## config.mk

```make
export PLATFORM = sky130hd
export DESIGN_NAME = coprocessor0_registers
export DESIGN_NICKNAME = d
export VERILOG_FILES = /design/src/rtl/coprocessor0_registers.sv
export SDC_FILE = /design/constraint.sdc
export NUM_CORES = 1
export LEC_CHECK = 0
export ABC_AREA = 1
export CAP_MARGIN = 20
export CORE_MARGIN = 2
export CORE_UTILIZATION = 58
export CTS_BUF_LIST = sky130_fd_sc_hd__clkbuf_4 sky130_fd_sc_hd__clkbuf_8
export CTS_CLUSTER_SIZE = 8
export DETAILED_ROUTE_END_ITERATION = 8
export PLACE_DENSITY = 0.9
export SYNTH_ARGS = -nofsm -noshare
export SYNTH_HDL_FRONTEND = slang
export SYNTH_SLANG_ARGS = --single-unit
```

## constraint.sdc

```tcl
create_clock -name clock -period 3.5 [get_ports clock]
set_input_delay 0.875 -clock clock [delete_from_list [all_inputs] [get_ports clock]]
set_output_delay 0.875 -clock clock [all_outputs]
set_load 0.01 [all_outputs]
```

## src/rtl/coprocessor0_registers.sv

```systemverilog
// MIPS CP0 register file: BadVAddr, Count/Compare timer, Status, Cause, EPC.
// Handles mtc0 writes, exception entry, eret exit and interrupt evaluation.
package cp0_pkg;
  typedef struct packed {
    logic [4:0]  address;
    logic [2:0]  select;
    logic        write_enable;
    logic [31:0] write_data;
    logic        exception_valid;
    logic        eret_flish;
  } WBToCP0Data;
endpackage

module coprocessor0_registers
  import cp0_pkg::*;
#(
  parameter logic [4:0] EXCEPTION_CODE_ADEL = 5'h04,
  parameter logic [4:0] EXCEPTION_CODE_ADES = 5'h05
) (
  input  logic        clock,
  input  logic        reset_n,
  input  WBToCP0Data  wb_to_cp0,
  input  logic [4:0]  exception_code,
  input  logic        exception_in_delay_slot,
  input  logic [31:0] exception_pc,
  input  logic [31:0] exception_bad_address,
  input  logic [5:0]  hardware_interrupt,
  output logic [31:0] read_data,
  output logic [31:0] epc,
  output logic        status_exception_level,
  output logic        interrupt_pending
);

  localparam logic [4:0] REG_BADVADDR = 5'd8;
  localparam logic [4:0] REG_COUNT    = 5'd9;
  localparam logic [4:0] REG_COMPARE  = 5'd11;
  localparam logic [4:0] REG_STATUS   = 5'd12;
  localparam logic [4:0] REG_CAUSE    = 5'd13;
  localparam logic [4:0] REG_EPC      = 5'd14;

  logic [31:0] bad_vaddr;
  logic [31:0] count;
  logic [31:0] compare;
  logic        tick;
  logic [7:0]  status_im;
  logic        status_exl;
  logic        status_ie;
  logic        cause_bd;
  logic        cause_ti;
  logic [4:0]  cause_exc_code;
  logic [1:0]  cause_ip_sw;
  logic [5:0]  hw_sampled;
  logic [7:0]  cause_ip;
  logic [31:0] status_word;
  logic [31:0] cause_word;

  logic sel_zero;
  logic exc;
  logic eret;
  logic wr_en;

  assign sel_zero = (wb_to_cp0.select == 3'd0);
  assign exc      = wb_to_cp0.exception_valid;
  assign eret     = wb_to_cp0.eret_flish & ~exc;
  assign wr_en    = wb_to_cp0.write_enable & ~wb_to_cp0.exception_valid & ~wb_to_cp0.eret_flish & sel_zero;

  // TI joins IP[7] directly so a Compare write drops the request on the next cycle.
  assign cause_ip    = {hw_sampled[5] | cause_ti, hw_sampled[4:0], cause_ip_sw};
  assign status_word = {9'd0, 1'b1, 6'd0, status_im, 6'd0, status_exl, status_ie};
  assign cause_word  = {cause_bd, cause_ti, 14'd0, cause_ip, 1'b0, cause_exc_code, 2'b00};

  always_comb begin
    read_data = 32'd0;
    if (sel_zero) begin
      case (wb_to_cp0.address)
        REG_BADVADDR: read_data = bad_vaddr;
        REG_COUNT:    read_data = count;
        REG_COMPARE:  read_data = compare;
        REG_STATUS:   read_data = status_word;
        REG_CAUSE:    read_data = cause_word;
        REG_EPC:      read_data = epc;
        default:      read_data = 32'd0;
      endcase
    end
  end

  assign status_exception_level = status_exl;
  assign interrupt_pending      = status_ie & ~status_exl & |(cause_ip & status_im);

  always_ff @(posedge clock or negedge reset_n) begin
    if (!reset_n) begin
      bad_vaddr      <= 32'd0;
      count          <= 32'd0;
      compare        <= 32'd0;
      tick           <= 1'b0;
      status_im      <= 8'd0;
      status_exl     <= 1'b0;
      status_ie      <= 1'b0;
      cause_bd       <= 1'b0;
      cause_ti       <= 1'b0;
      cause_exc_code <= 5'd0;
      cause_ip_sw    <= 2'd0;
      hw_sampled     <= 6'd0;
      epc            <= 32'd0;
    end else begin
      tick       <= ~tick;
      hw_sampled <= hardware_interrupt;

      if (wr_en && wb_to_cp0.address == REG_COUNT)
        count <= wb_to_cp0.write_data;
      else if (tick)
        count <= count + 32'd1;

      // A Compare write acknowledges the timer and wins over a same-cycle match.
      if (wr_en && wb_to_cp0.address == REG_COMPARE) begin
        compare  <= wb_to_cp0.write_data;
        cause_ti <= 1'b0;
      end else if (count == compare) begin
        cause_ti <= 1'b1;
      end

      if (exc) begin
        status_exl     <= 1'b1;
        cause_exc_code <= exception_code;
        if (!status_exl) begin
          cause_bd <= exception_in_delay_slot;
          epc      <= exception_in_delay_slot ? exception_pc - 32'd4 : exception_pc;
        end
        if (exception_code == EXCEPTION_CODE_ADEL || exception_code == EXCEPTION_CODE_ADES)
          bad_vaddr <= exception_bad_address;
      end else if (eret) begin
        status_exl <= 1'b0;
      end else if (wr_en) begin
        case (wb_to_cp0.address)
          REG_STATUS: begin
            status_im  <= wb_to_cp0.write_data[15:8];
            status_exl <= wb_to_cp0.write_data[1];
            status_ie  <= wb_to_cp0.write_data[0];
          end
          REG_CAUSE: cause_ip_sw <= wb_to_cp0.write_data[9:8];
          REG_EPC:   epc         <= wb_to_cp0.write_data;
          default:   ;
        endcase
      end
    end
  end

endmodule

```

==> summary.md, run 1 <==
| Metric | Value |
|---|---|
| Die Wd | 131.2 µm |
| FILL cells | between 1000 and 1500 |
| Hold Path Class | primary input to async pin |
| Grt ovf | 0 |
| # diodes | 0 |
| Final Hold Viols | 0 |
| Final instance area | 12110 µm² |
| H-tree depth | 4 |
| Worst Setup End Kind | primary output |
| Worst Path Required | 2.62 ns |
| Leak | 0.005686 µW |
| Async set-reset flop share out of synthesis | 100.0% |
| Max Fclk | 0.2934 GHz |
| Synthesized Nets | ~1500 |
| Area leader, netlist | dfrtp_1 |
| Worst-Skew Late Latency | 0.47 ns |
| Switching Fraction | between 30% and 40% |
| Placed cells | 1728 |
| Int Pwr | 2949 µW |
| Clock transition at path regs | 0.11 ns |
| Core Region | 15830 µm² |
| Post-layout nets | 1663 |
| Vias in the first global route | 9959 |
| Synth unique cells | 43 |
| First-pass GRT wire length | 53710 µm |
| Final setup viols | 0 |
| Cell count of the worst reg-to-reg path | 7 |
| Antenna violations before repair | 0 |
| Count leader, synth | nand2_1 |
| Main synth FF type | dfrtp_1 |
| Crit path DAT | 2.53 ns |
| Portion of total power attributed to the clock network | 29.7% |
| Area contributors post-synth | dfrtp_1 (41%), nand2_1 (16%), inv_1 (6.9%) |
| Comb power frac | 20.4% |
| FP Rows | 46 |
| Post-route ant nets | 0 |
| Final routed DRC violation total | 0 |
| Total design power | 4469 µW |
| Register area share after synthesis | 41.07% |
| EDFF count, synth | 0 |
| CP startpoint kind | primary input |
| Minimum clock period | 3.409 ns |
| I/O Buffers | 186 |
| Most frequent cells after synthesis | nand2_1 (408), inv_1 (172), dfrtp_1 (154) |
| GRT Total Usage | around two fifths |
| IO Count | 187 |
| DRT Pass-1 Iters | 6 |
| Clock Skew | approximately 0.013 ns |
| DR iter-0 viols | about 1300 |
| Max Slew Vio Count | 0 |
| DRT Wirelength | 34650 µm |
| CTS tree | done |
| Vias/cell | about 6.0 |
| Flops & latches, synth | 154 |
| Post-Syn Area | around 9400 µm² |
| Post-placement cell area | 11690 µm² |
| Critical path class | primary input to primary output |
| Die Area | 17210 µm² |
| Hold Slack | 0.3799 ns |
| Rel. slew slack | 47.45% |
| Outcome | finished clean |
| Fraction of layout cells with a size suffix above 1 | under 10% |
| Setup TNS | 0 ns |
| GP Congestion | approximately 1.0 |
| Post-route insts no fill | 1769 |
| Slew @ Worst Pin | 0.7872 ns |
| Num CTS Buffers | 17 |
| DR WL/cell | roughly 20 µm |
| Crit path max fanout | 9 |
| Sequential share of power | 49.9% |
| Clk root buf | clkbuf_8 |
| Max_cap viols | 0 |
| Peak supply drop | 0.3335 mV |
| Initial Utilization | 59.28% |
| Buffers from clock root to sink, at most | 2 |
| RSZ-0062 raised after global routing | no |
| Largest net degree at the start of global routing | 65 |
| Die height | 131.2 µm |
| Hold bufs inserted after CTS | 0 |
| Mean Syn Cell Area | around 7.0 µm² |
| Clock sink count | 154 |
| Area grow syn2layout | 29.11% |
| Area fraction of the dominant cell type after synthesis | 41.07% |
| Switching pwr | 1520 µW |
| Fin crit share | 97.40% |
| Power per Cell Area | about 370 nW/µm² |
| Post-DP HPWL | ~27000 µm |
| Synth Instances | ~1300 |
| Syn. warnings | 0 |
| DR vias | 10620 |
## per-stage QoR
| step | util, % | worst slack [ns] |
|---|---|---|
| finish | 76.54 | 0.09112 |
| global route | 76.54 | 0.01344 |
| CTS | 76.54 | 0.08199 |
| detailed placement | 73.85 | -0.3644 |
| global placement | 73.85 | -0.2910 |
| floorplan | - | 0.5803 |
## worst paths after layout
kind                              startpoint                end  slack (ns)
max in group asynchronous            reset_n            epc[15]        2.22
min in group clock         cause_exc_code[0]  cause_exc_code[0]        0.49
min                                  reset_n  cause_exc_code[1]        0.38
max                            wb_to_cp0[42]       read_data[8]        0.09
max reg2reg                         count[0]          count[16]        1.33
min reg2reg                cause_exc_code[0]  cause_exc_code[0]        0.49
## power groups by stage
stage,combinational (µW),clock [µW],sequential (µW)
4_1_cts,898,1320,2210
3_5_place_dp,884,0,2240
6_report,910,1330,2230
5_1_grt,989,1390,2240
2_1_floorplan,403,0,2160
3_3_place_gp,856,0,2240
## cell usage in the layout (no fill, tap or decap), types with 4 or more instances in the layout
cell,instances
nor3_1,13
nor2_1,128
o221ai_1,6
o21ai_2,10
buf_12,8
clkdlybuf4s50_1,148
a22oi_1,16
o21bai_1,6
a221oi_1,15
buf_2,17
xor2_1,24
a31oi_1,17
xnor2_1,21
buf_4,36
a21oi_1,52
o22ai_1,17
inv_2,6
nand3_1,57
nand2_2,6
clkbuf_8,18
inv_6,8
dfrtp_1,154
o211ai_1,6
o21ai_0,102
buf_6,4
inv_1,170
nand2_1,406
o21ai_1,11
nand4_1,13
nor2_2,4
dlygate4sd2_1,14
## registers in the layout, indices dropped and copies added, names as in the netlist
register and flops:
status_ie 1, cause_bd 1, cause_ti 1, tick 1, bad_vaddr 32, compare 32
status_exception_level 1, cause_exc_code 5, hw_sampled 6, epc 32, cause_ip_sw 2, status_im 8
count 32
## cells by family (layout without fill, tap and decap cells)
family	count (synthesis)	count (layout)	synth area share, %
buf+inv	232	444	9.761
simple gates	639	639	27.60
compound gates	269	269	17.10
fa+ha+maj	2	2	0.2667
xor+xnor	45	45	4.201
flops	154	154	41.07
## final cells by class
type | count | area [µm²] | share of cell area [%]
multi-input combinational | 955 | 4662 | 38.48
sequential | 154 | 3854 | 31.81
timing repair buffer | 235 | 2288 | 18.89
inverter | 177 | 666.9 | 5.505
tap | 216 | 270.3 | 2.231
clock buffer | 18 | 247.7 | 2.045
clock inverter | 14 | 125.1 | 1.033
## critical path, cell delays in order
cell,delay [ns]
dlygate4sd2_1,0.24
inv_2,0.07
nand3_2,0.09
buf_6,0.14
nor3_4,0.19
buf_12,0.16
buf_6,0.11
buf_4,0.11
buf_12,0.11
a21oi_1,0.07
a31oi_1,0.20
buf_2,0.16
## what timing repair did
item                       CTS  global route
setup buffers                7             0
cloned                       2             0
pin swaps                    6             1
resized for setup          112             0
setup endpoints to repair   32             1
## layer usage
metal  vias up  part of all wire [%]  wire [µm]  global-route usage [%]
met4         0                   4.5       1576                   17.81
met3       144                    13       4392                   9.992
li1       4738                     -          -                       -
met5         -                     0          0                       0
met2       798                    43      14990                   59.65
met1      4936                    40      13690                   55.40
Note: power is estimated with default switching activity, not from simulation.
==> run 2, diff against run 1 <==
Settings changed: CORE_ASPECT_RATIO set to 1.5.
==> summary.md, run 2 (synthesis results as in run 1) <==
| Metric | Value |
|---|---|
| Outcome | finished clean (unchanged) |
| Most common cell after layout, fill and taps aside | nand2_1 (unchanged) |
| Die height | 159.8 µm (was 131.2 µm) |
| Post-layout nets | 1648 (was 1663) |
| Vias/cell | 5.950 (was 6.001) |
| Comb power frac | 20.1% (was 20.4%) |
| Setup TNS | 0 ns (unchanged) |
| Minimum clock period | 3.385 ns (was 3.409 ns) |
| Fraction of layout cells with a size suffix above 1 | 8.908% (was 9.015%) |
| Final setup viols | 0 (unchanged) |
| Hold Path Class | primary input to async pin (unchanged) |
| Final instance area | 12160 µm² (was 12110 µm²) |
| Num CTS Buffers | 17 (unchanged) |
| Max Slew Vio Count | 0 (unchanged) |
| I/O Buffers | 186 (unchanged) |
| Largest net degree at the start of global routing | 86 (was 65) |
| Buffers from clock root to sink, at most | 2 (unchanged) |
| Die Area | 17230 µm² (was 17210 µm²) |
| Peak supply drop | 0.3215 mV (was 0.3335 mV) |
| Total design power | 4526 µW (was 4469 µW) |
| Core Region | 16050 µm² (was 15830 µm²) |
| FILL cells | 1209 (was 1219) |
| Sequential share of power | 49.7% (was 49.9%) |
| Switching pwr | 1526 µW (was 1520 µW) |
| Fin crit share | 96.72% (was 97.40%) |
| FP Rows | 57 (was 46) |
| Post-route ant nets | 0 (unchanged) |
| Switching Fraction | 33.72% (was 34.01%) |
| GRT Total Usage | 43.05% (was 39.99%) |
| Critical path class | primary input to primary output (unchanged) |
| Post-DP HPWL | 27330 µm (was 26550 µm) |
| Placed cells | 1709 (was 1728) |
| Clk root buf | clkbuf_8 (unchanged) |
| Crit path max fanout | 12 (was 9) |
| Power per Cell Area | 372.3 nW/µm² (was 368.9 nW/µm²) |
| Int Pwr | 3000 µW (was 2949 µW) |
| Vias in the first global route | 10280 (was 9959) |
| Area grow syn2layout | 29.56% (was 29.11%) |
| H-tree depth | 4 (unchanged) |
| Final routed DRC violation total | 0 (unchanged) |
| Post-placement cell area | 11680 µm² (was 11690 µm²) |
| CP Cell Sequence | dlygate4sd2_1, nand3b_1, nor2_4, bufbuf_16, nand2_1, o21ai_0, a21oi_1, a31oi_1, clkdlybuf4s15_2 (was dlygate4sd2_1, inv_2, nand3_2, buf_6, nor3_4, buf_12, buf_6, buf_4, buf_12, a21oi_1, a31oi_1, buf_2) |
| Slew @ Worst Pin | 0.8198 ns (was 0.7872 ns) |
| # diodes | 0 (unchanged) |
| Slowest cell on crit path | bufbuf_16 (was dlygate4sd2_1) |
| DR vias | 10380 (was 10620) |
| Hold bufs inserted after CTS | 0 (unchanged) |
| Initial Utilization | 58.47% (was 59.28%) |
| Register area | 3854 µm² (unchanged) |
| Max Fclk | 0.2954 GHz (was 0.2934 GHz) |
| Post-route insts no fill | 1744 (was 1769) |
| Max_cap viols | 0 (unchanged) |
| DR iter-0 viols | 1144 (was 1319) |
| CP startpoint kind | primary input (unchanged) |
| Portion of total power attributed to the clock network | 30.3% (was 29.7%) |
| First-pass GRT wire length | 55670 µm (was 53710 µm) |
| RSZ-0062 raised after global routing | no (unchanged) |
| Slowest stage delay, CP | 0.31 ns (was 0.24 ns) |
| DRT Pass-1 Iters | 6 (unchanged) |
| DRT Wirelength | 36200 µm (was 34650 µm) |
| GP Congestion | 1.055 (was 1.019) |
| Fin util | 75.76% (was 76.54%) |
| Die Wd | 107.9 µm (was 131.2 µm) |
| CTS tree | done (unchanged) |
| Worst-Skew Late Latency | 0.48 ns (was 0.47 ns) |
| Clock sink count | 154 (unchanged) |
| Leak | 0.005663 µW (was 0.005686 µW) |
| Grt ovf | 0 (unchanged) |
| Antenna violations before repair | 0 (unchanged) |
| Most frequent cells in the layout | nand2_1 (406), inv_1 (169), dfrtp_1 (154) (was nand2_1 (406), inv_1 (170), dfrtp_1 (154)) |
| Area of the multi-input gates | 4742 µm² (was 4662 µm²) |
| DR WL/cell | 20.75 µm (was 19.59 µm) |
| Rel. slew slack | 45.35% (was 47.45%) |
| Clock Skew | 0.01160 ns (was 0.01329 ns) |
| Clock transition at path regs | 0.09 ns (was 0.11 ns) |
| Worst Setup End Kind | primary output (unchanged) |
| Crit path DAT | 2.51 ns (was 2.53 ns) |
| IO Count | 187 (unchanged) |
| Worst Path Required | 2.62 ns (about the same) |
| Final Hold Viols | 0 (unchanged) |
==> run 2: changes by cell type in the layout (fill, tap and decap cells not counted), moves of 3 or more <==
| cell | previous run | this run |
|---|---|---|
| a31oi_2 | 1 | 5 |
| a221oi_1 | 15 | 8 |
| buf_4 | 36 | 19 |
| o21ai_1 | 11 | 18 |
| a221oi_2 | 1 | 8 |
| a31oi_1 | 17 | 13 |
| dlymetal6s2s_1 | 0 | 4 |
| o21ai_0 | 102 | 95 |
| buf_6 | 4 | 1 |
| clkbuf_2 | 0 | 6 |
| buf_12 | 8 | 14 |
| buf_2 | 17 | 8 |
==> run 2: layout make-up <==
class,count,area share [%]
Inverter,177,5.486
Sequential cell,154,31.70
Tap cell,206,2.120
Clock inverter,15,1.266
Clock buffer,17,1.925
Timing Repair Buffer,220,18.50
Multi-Input combinational cell,955,39.01
==> run 2: layer usage <==
layer	wire [µm]	GRT usage [%]	vias up
met2	17360	70.61	709
met1	12080	47.45	4755
li1	-	-	4701
met4	3489	34.03	2
met5	57	2.679	-
met3	3207	8.857	209
==> run 2: final timing paths <==
check | start | to | slack, ns | depth (start not counted)
setup / recovery | wb_to_cp0[40] | read_data[9] | 0.11 | 9
hold / removal | reset_n | status_im[5] | 0.41 | 1
setup reg to reg | count[2] | count[31] | 1.36 | 8
hold reg to reg | cause_exc_code[0] | cause_exc_code[0] | 0.50 | 2
max in group asynchronous | reset_n | compare[30] | 2.26 | 2
min in group clock | cause_exc_code[0] | cause_exc_code[0] | 0.50 | 2
==> run 2: power by group through the flow <==
stage / registers [µW] / logic, µW / clock network [µW]
after floorplan: 2160 / 403 / 0
after global placement: 2260 / 856 / 0
after detailed placement: 2260 / 884 / 0
after CTS: 2230 / 898 / 1370
after global routing: 2260 / 987 / 1450
final: 2250 / 909 / 1370
==> run 2: timing repair <==
item | 4_1_cts | 5_1_grt
pin swaps | 2 | 10
gates resized for setup | 72 | 43
setup endpoints to repair | 32 | 32
setup buffers | 1 | 1
gates cloned | 1 | 0
==> run 2: critical path, delay by kind of cell <==
| kind | cells | cell delay [ns] |
|---|---|---|
| and+or+nand+nor | 3 | 0.49 |
| AOI/OAI and AO/OA | 3 | 0.31 |
| buffers and inverters | 3 | 0.84 |
==> run 2: stage by stage <==
stage	worst slack, ns	hold WS, ns
6_report	0.1149	0.4120
5_1_grt	0.04396	0.4833
4_1_cts	-0.2314	0.4608
3_5_place_dp	-0.3838	0.4771
3_3_place_gp	-0.3282	0.4706
2_1_floorplan	0.5803	0.4422
==> RTL edit, RTL diff (flow settings as in run 2) <==
Register the inputs `exception_code`, `exception_in_delay_slot`, `exception_pc`, `exception_bad_address` and `hardware_interrupt` before use, cleared by the reset. The logic sees them one clock later. The other inputs are not delayed to match.
--- a/src/rtl/coprocessor0_registers.sv
+++ b/src/rtl/coprocessor0_registers.sv
@@ -38,4 +38,26 @@
   localparam logic [4:0] REG_CAUSE    = 5'd13;
   localparam logic [4:0] REG_EPC      = 5'd14;
+
+  logic [4:0] exception_code_q;
+  logic exception_in_delay_slot_q;
+  logic [31:0] exception_pc_q;
+  logic [31:0] exception_bad_address_q;
+  logic [5:0] hardware_interrupt_q;
+
+  always_ff @(posedge clock or negedge reset_n) begin
+    if (!reset_n) begin
+      exception_code_q          <= '0;
+      exception_in_delay_slot_q <= '0;
+      exception_pc_q            <= '0;
+      exception_bad_address_q   <= '0;
+      hardware_interrupt_q      <= '0;
+    end else begin
+      exception_code_q          <= exception_code;
+      exception_in_delay_slot_q <= exception_in_delay_slot;
+      exception_pc_q            <= exception_pc;
+      exception_bad_address_q   <= exception_bad_address;
+      hardware_interrupt_q      <= hardware_interrupt;
+    end
+  end
 
   logic [31:0] bad_vaddr;
@@ -105,5 +127,5 @@
     end else begin
       tick       <= ~tick;
-      hw_sampled <= hardware_interrupt;
+      hw_sampled <= hardware_interrupt_q;
 
       if (wr_en && wb_to_cp0.address == REG_COUNT)
@@ -122,11 +144,11 @@
       if (exc) begin
         status_exl     <= 1'b1;
-        cause_exc_code <= exception_code;
+        cause_exc_code <= exception_code_q;
         if (!status_exl) begin
-          cause_bd <= exception_in_delay_slot;
-          epc      <= exception_in_delay_slot ? exception_pc - 32'd4 : exception_pc;
+          cause_bd <= exception_in_delay_slot_q;
+          epc      <= exception_in_delay_slot_q ? exception_pc_q - 32'd4 : exception_pc_q;
         end
-        if (exception_code == EXCEPTION_CODE_ADEL || exception_code == EXCEPTION_CODE_ADES)
-          bad_vaddr <= exception_bad_address;
+        if (exception_code_q == EXCEPTION_CODE_ADEL || exception_code_q == EXCEPTION_CODE_ADES)
+          bad_vaddr <= exception_bad_address_q;
       end else if (eret) begin
         status_exl <= 1'b0;
Function: changed (Yosys sat finds a counterexample within 4 cycles, from zero or initial values and one cycle with reset_n low).
==> RTL edit against run 2 <==
Area after synthesis rose by 20%. Sequential share of layout area rose by 8.4 points. Critical path depth increased by 1. Worst setup slack worse by 0.032 ns. Sequential cell count up 76. Routed wire length is 0.87% higher. Non-clock buffer count rose by 10. Combinational power increased by 3.9%. Power increased by 42%. Register-to-register slack improved by 0.05 ns. Cell area increased by 18%. Core utilization shrank 0.50 points. Critical path type unchanged.
==> RTL edit: results (changes against run 2) <==
\begin{tabular}{lr}
\hline
Metric & Value \\
\hline
\multicolumn{2}{l}{\textbf{Outcome}} \\
\quad Status & completed (unchanged) \\
\multicolumn{2}{l}{\textbf{Logic synthesis}} \\
\quad Top cells by count, synth & 345 x nand2\_1, 230 x dfrtp\_1, 151 x inv\_1, 125 x nor2\_1, 81 x o21ai\_0 (was 408 x nand2\_1, 172 x inv\_1, 154 x dfrtp\_1, 131 x nor2\_1, 103 x o21ai\_0) \\
\quad Post-synthesis net count & 1,468 (was 1,464) \\
\quad Share of the yosys chip area belonging to registers & 0.511 (was 0.411) \\
\quad Cell variety after synth & 44 (was 43) \\
\quad Top cells by area, synth & dfrtp\_1 51\%, nand2\_1 11\%, inv\_1 5.0\%, nor2\_1 4.2\%, o21ai\_0 3.6\% (was dfrtp\_1 41\%, nand2\_1 16\%, inv\_1 6.9\%, o21ai\_0 5.5\%, nor2\_1 5.2\%) \\
\multicolumn{2}{l}{\textbf{Finish}} \\
\quad Fraction of final layout cells with drive strength greater than 1 & 0.115 (was 0.0891) \\
\quad Layout fillers & 1,444 (was 1,209) \\
\multicolumn{2}{l}{\textbf{Power}} \\
\quad Total leakage power & 6.47 nW (was 5.66 nW) \\
\quad Worst VDD drop & 325 µV (was 322 µV) \\
\multicolumn{2}{l}{\textbf{GRT}} \\
\quad Overall fraction of global-route tracks in use & 0.355 (was 0.430) \\
\quad Number of antenna violations at the first check in global routing & 2 (was 0) \\
\quad First-pass GRT wire length & 56.2 mm (was 55.7 mm) \\
\quad Via count of the first global-routing pass & 10,300 (about the same) \\
\quad Pin count of the biggest net entering global routing & 113 (was 86) \\
\multicolumn{2}{l}{\textbf{Placed design}} \\
\quad Final weighted congestion in routability-driven placement & 0.980 (was 1.05) \\
\quad Place WS & -0.472 ns (was -0.384 ns) \\
\quad Placed Instance Area & 13,600 µm² (was 11,700 µm²) \\
\quad DP Wirelength & 27.2 mm (was 27.3 mm) \\
\multicolumn{2}{l}{\textbf{Worst hold path}} \\
\quad Class of the tightest hold or removal check & flop to flop (was input pin to asynchronous set/reset pin) \\
\multicolumn{2}{l}{\textbf{STA}} \\
\quad Slew @ Worst Pin & 0.822 ns (was 0.820 ns) \\
\quad Setup Skew & 0.0218 ns (was 0.0116 ns) \\
\multicolumn{2}{l}{\textbf{Clocking}} \\
\quad Number of CTS-inserted buffers & 37 (was 17) \\
\quad Largest buffer count on any clock path & 3 (was 2) \\
\quad Clk slew on worst S/H paths & 0.06 ns (was 0.09 ns) \\
\quad Clock insertion delay at the later pin of the skew report & 0.54 ns (was 0.48 ns) \\
\quad Post-CTS repair timing setup buffer count & 0 (was 1) \\
\quad H-tree level count & 2 (was 4) \\
\multicolumn{2}{l}{\textbf{Setup path}} \\
\quad Worst EP arrival & 2.54 ns (was 2.51 ns) \\
\quad Maximum fanout count along the critical path & 5 (was 12) \\
\multicolumn{2}{l}{\textbf{Drt}} \\
\quad Via Count & 10,600 (was 10,400) \\
\quad Detailed Routing Iterations Pass 1 & 7 (was 6) \\
\quad DR iter-0 viols & 1,361 (was 1,144) \\
\hline
\end{tabular}
[RTL edit: logic make-up after synthesis]
logic type,synth area share
simple gates,0.218
mux,0.0320
xor+xnor,0.0381
fa+ha+maj,0.00222
buf+inv,0.0738
compound gates,0.125
flops,0.511
[RTL edit: final timing paths]
check	start	endpoint	slack, ns	cells past startpoint
max	wb_to_cp0[38]	read_data[11]	0.08	10
min	hardware_interrupt_q[2]$_DFF_PN0_	hw_sampled[2]$_DFF_PN0_	0.34	0
max reg2reg	exception_pc_q[2]$_DFF_PN0_	epc[22]$_DFFE_PN0P_	1.41	10
min reg2reg	hardware_interrupt_q[2]$_DFF_PN0_	hw_sampled[2]$_DFF_PN0_	0.34	0
max in group asynchronous	reset_n	count[1]$_DFFE_PN0P_	2.28	2
min in group asynchronous	reset_n	cause_exc_code[0]$_DFFE_PN0P_	0.40	1
[RTL edit: final cells by class]
class	count	area, µm²	share of cell area
sequential	230	5760	0.401
multi-input combinational	904	4750	0.330
timing repair buffer	230	2220	0.155
clock buffer	48	623	0.0434
inverter	162	611	0.0425
tap	256	320	0.0223
clock inverter	5	77.6	0.00540
antenna	2	5.00	0.000348
[RTL edit: power by group]
group | total, mW | switching (mW) | internal [mW]
clock | 2.32 | 1.03 | 1.29
combinational | 0.944 | 0.477 | 0.468
sequential | 3.18 | 0.255 | 2.92
total | 6.44 | 1.76 | 4.68
[RTL edit: layer usage]
| layer | track usage | share of wire | vias up |
|---|---|---|---|
| met3 | 0.0597 | 0.081 | 136 |
| met4 | 0.175 | 0.054 | 0 |
| met2 | 0.590 | 0.49 | 593 |
| met1 | 0.454 | 0.38 | 5095 |
| met5 | 0 | 0 | - |
| li1 | - | - | 4823 |
[RTL edit: worst max-delay path, stage by stage]
cell,delay [ns]
dlygate4sd2_1,0.31
inv_1,0.10
nor2_4,0.14
nand2_1,0.12
nor2_4,0.19
buf_4,0.16
a22o_1,0.12
nor3_1,0.04
nor2_1,0.22
clkdlybuf4s15_2,0.27
[RTL edit: per-stage QoR]
stage / std cells / setup TNS, ns / hold WS [ns] / power [mW]
after global routing: 1837 / 0 / 0.353 / 6.70
final: 1837 / 0 / 0.338 / 6.44
after detailed placement: 1782 / -12.49 / 0.340 / 4.13
after global placement: 1782 / -12.73 / 0.334 / 4.09
after CTS: 1835 / 0 / 0.346 / 6.44
after floorplan: 1345 / 0 / 0.331 / 3.57
[RTL edit: timing repair]
| action | in CTS | in global routing |
|---|---|---|
| setup endpoints to repair | 32 | 0 |
| endpoints found under the hold margin | 0 | 0 |
| hold buffers | 0 | 0 |
| resized for setup | 75 | 0 |
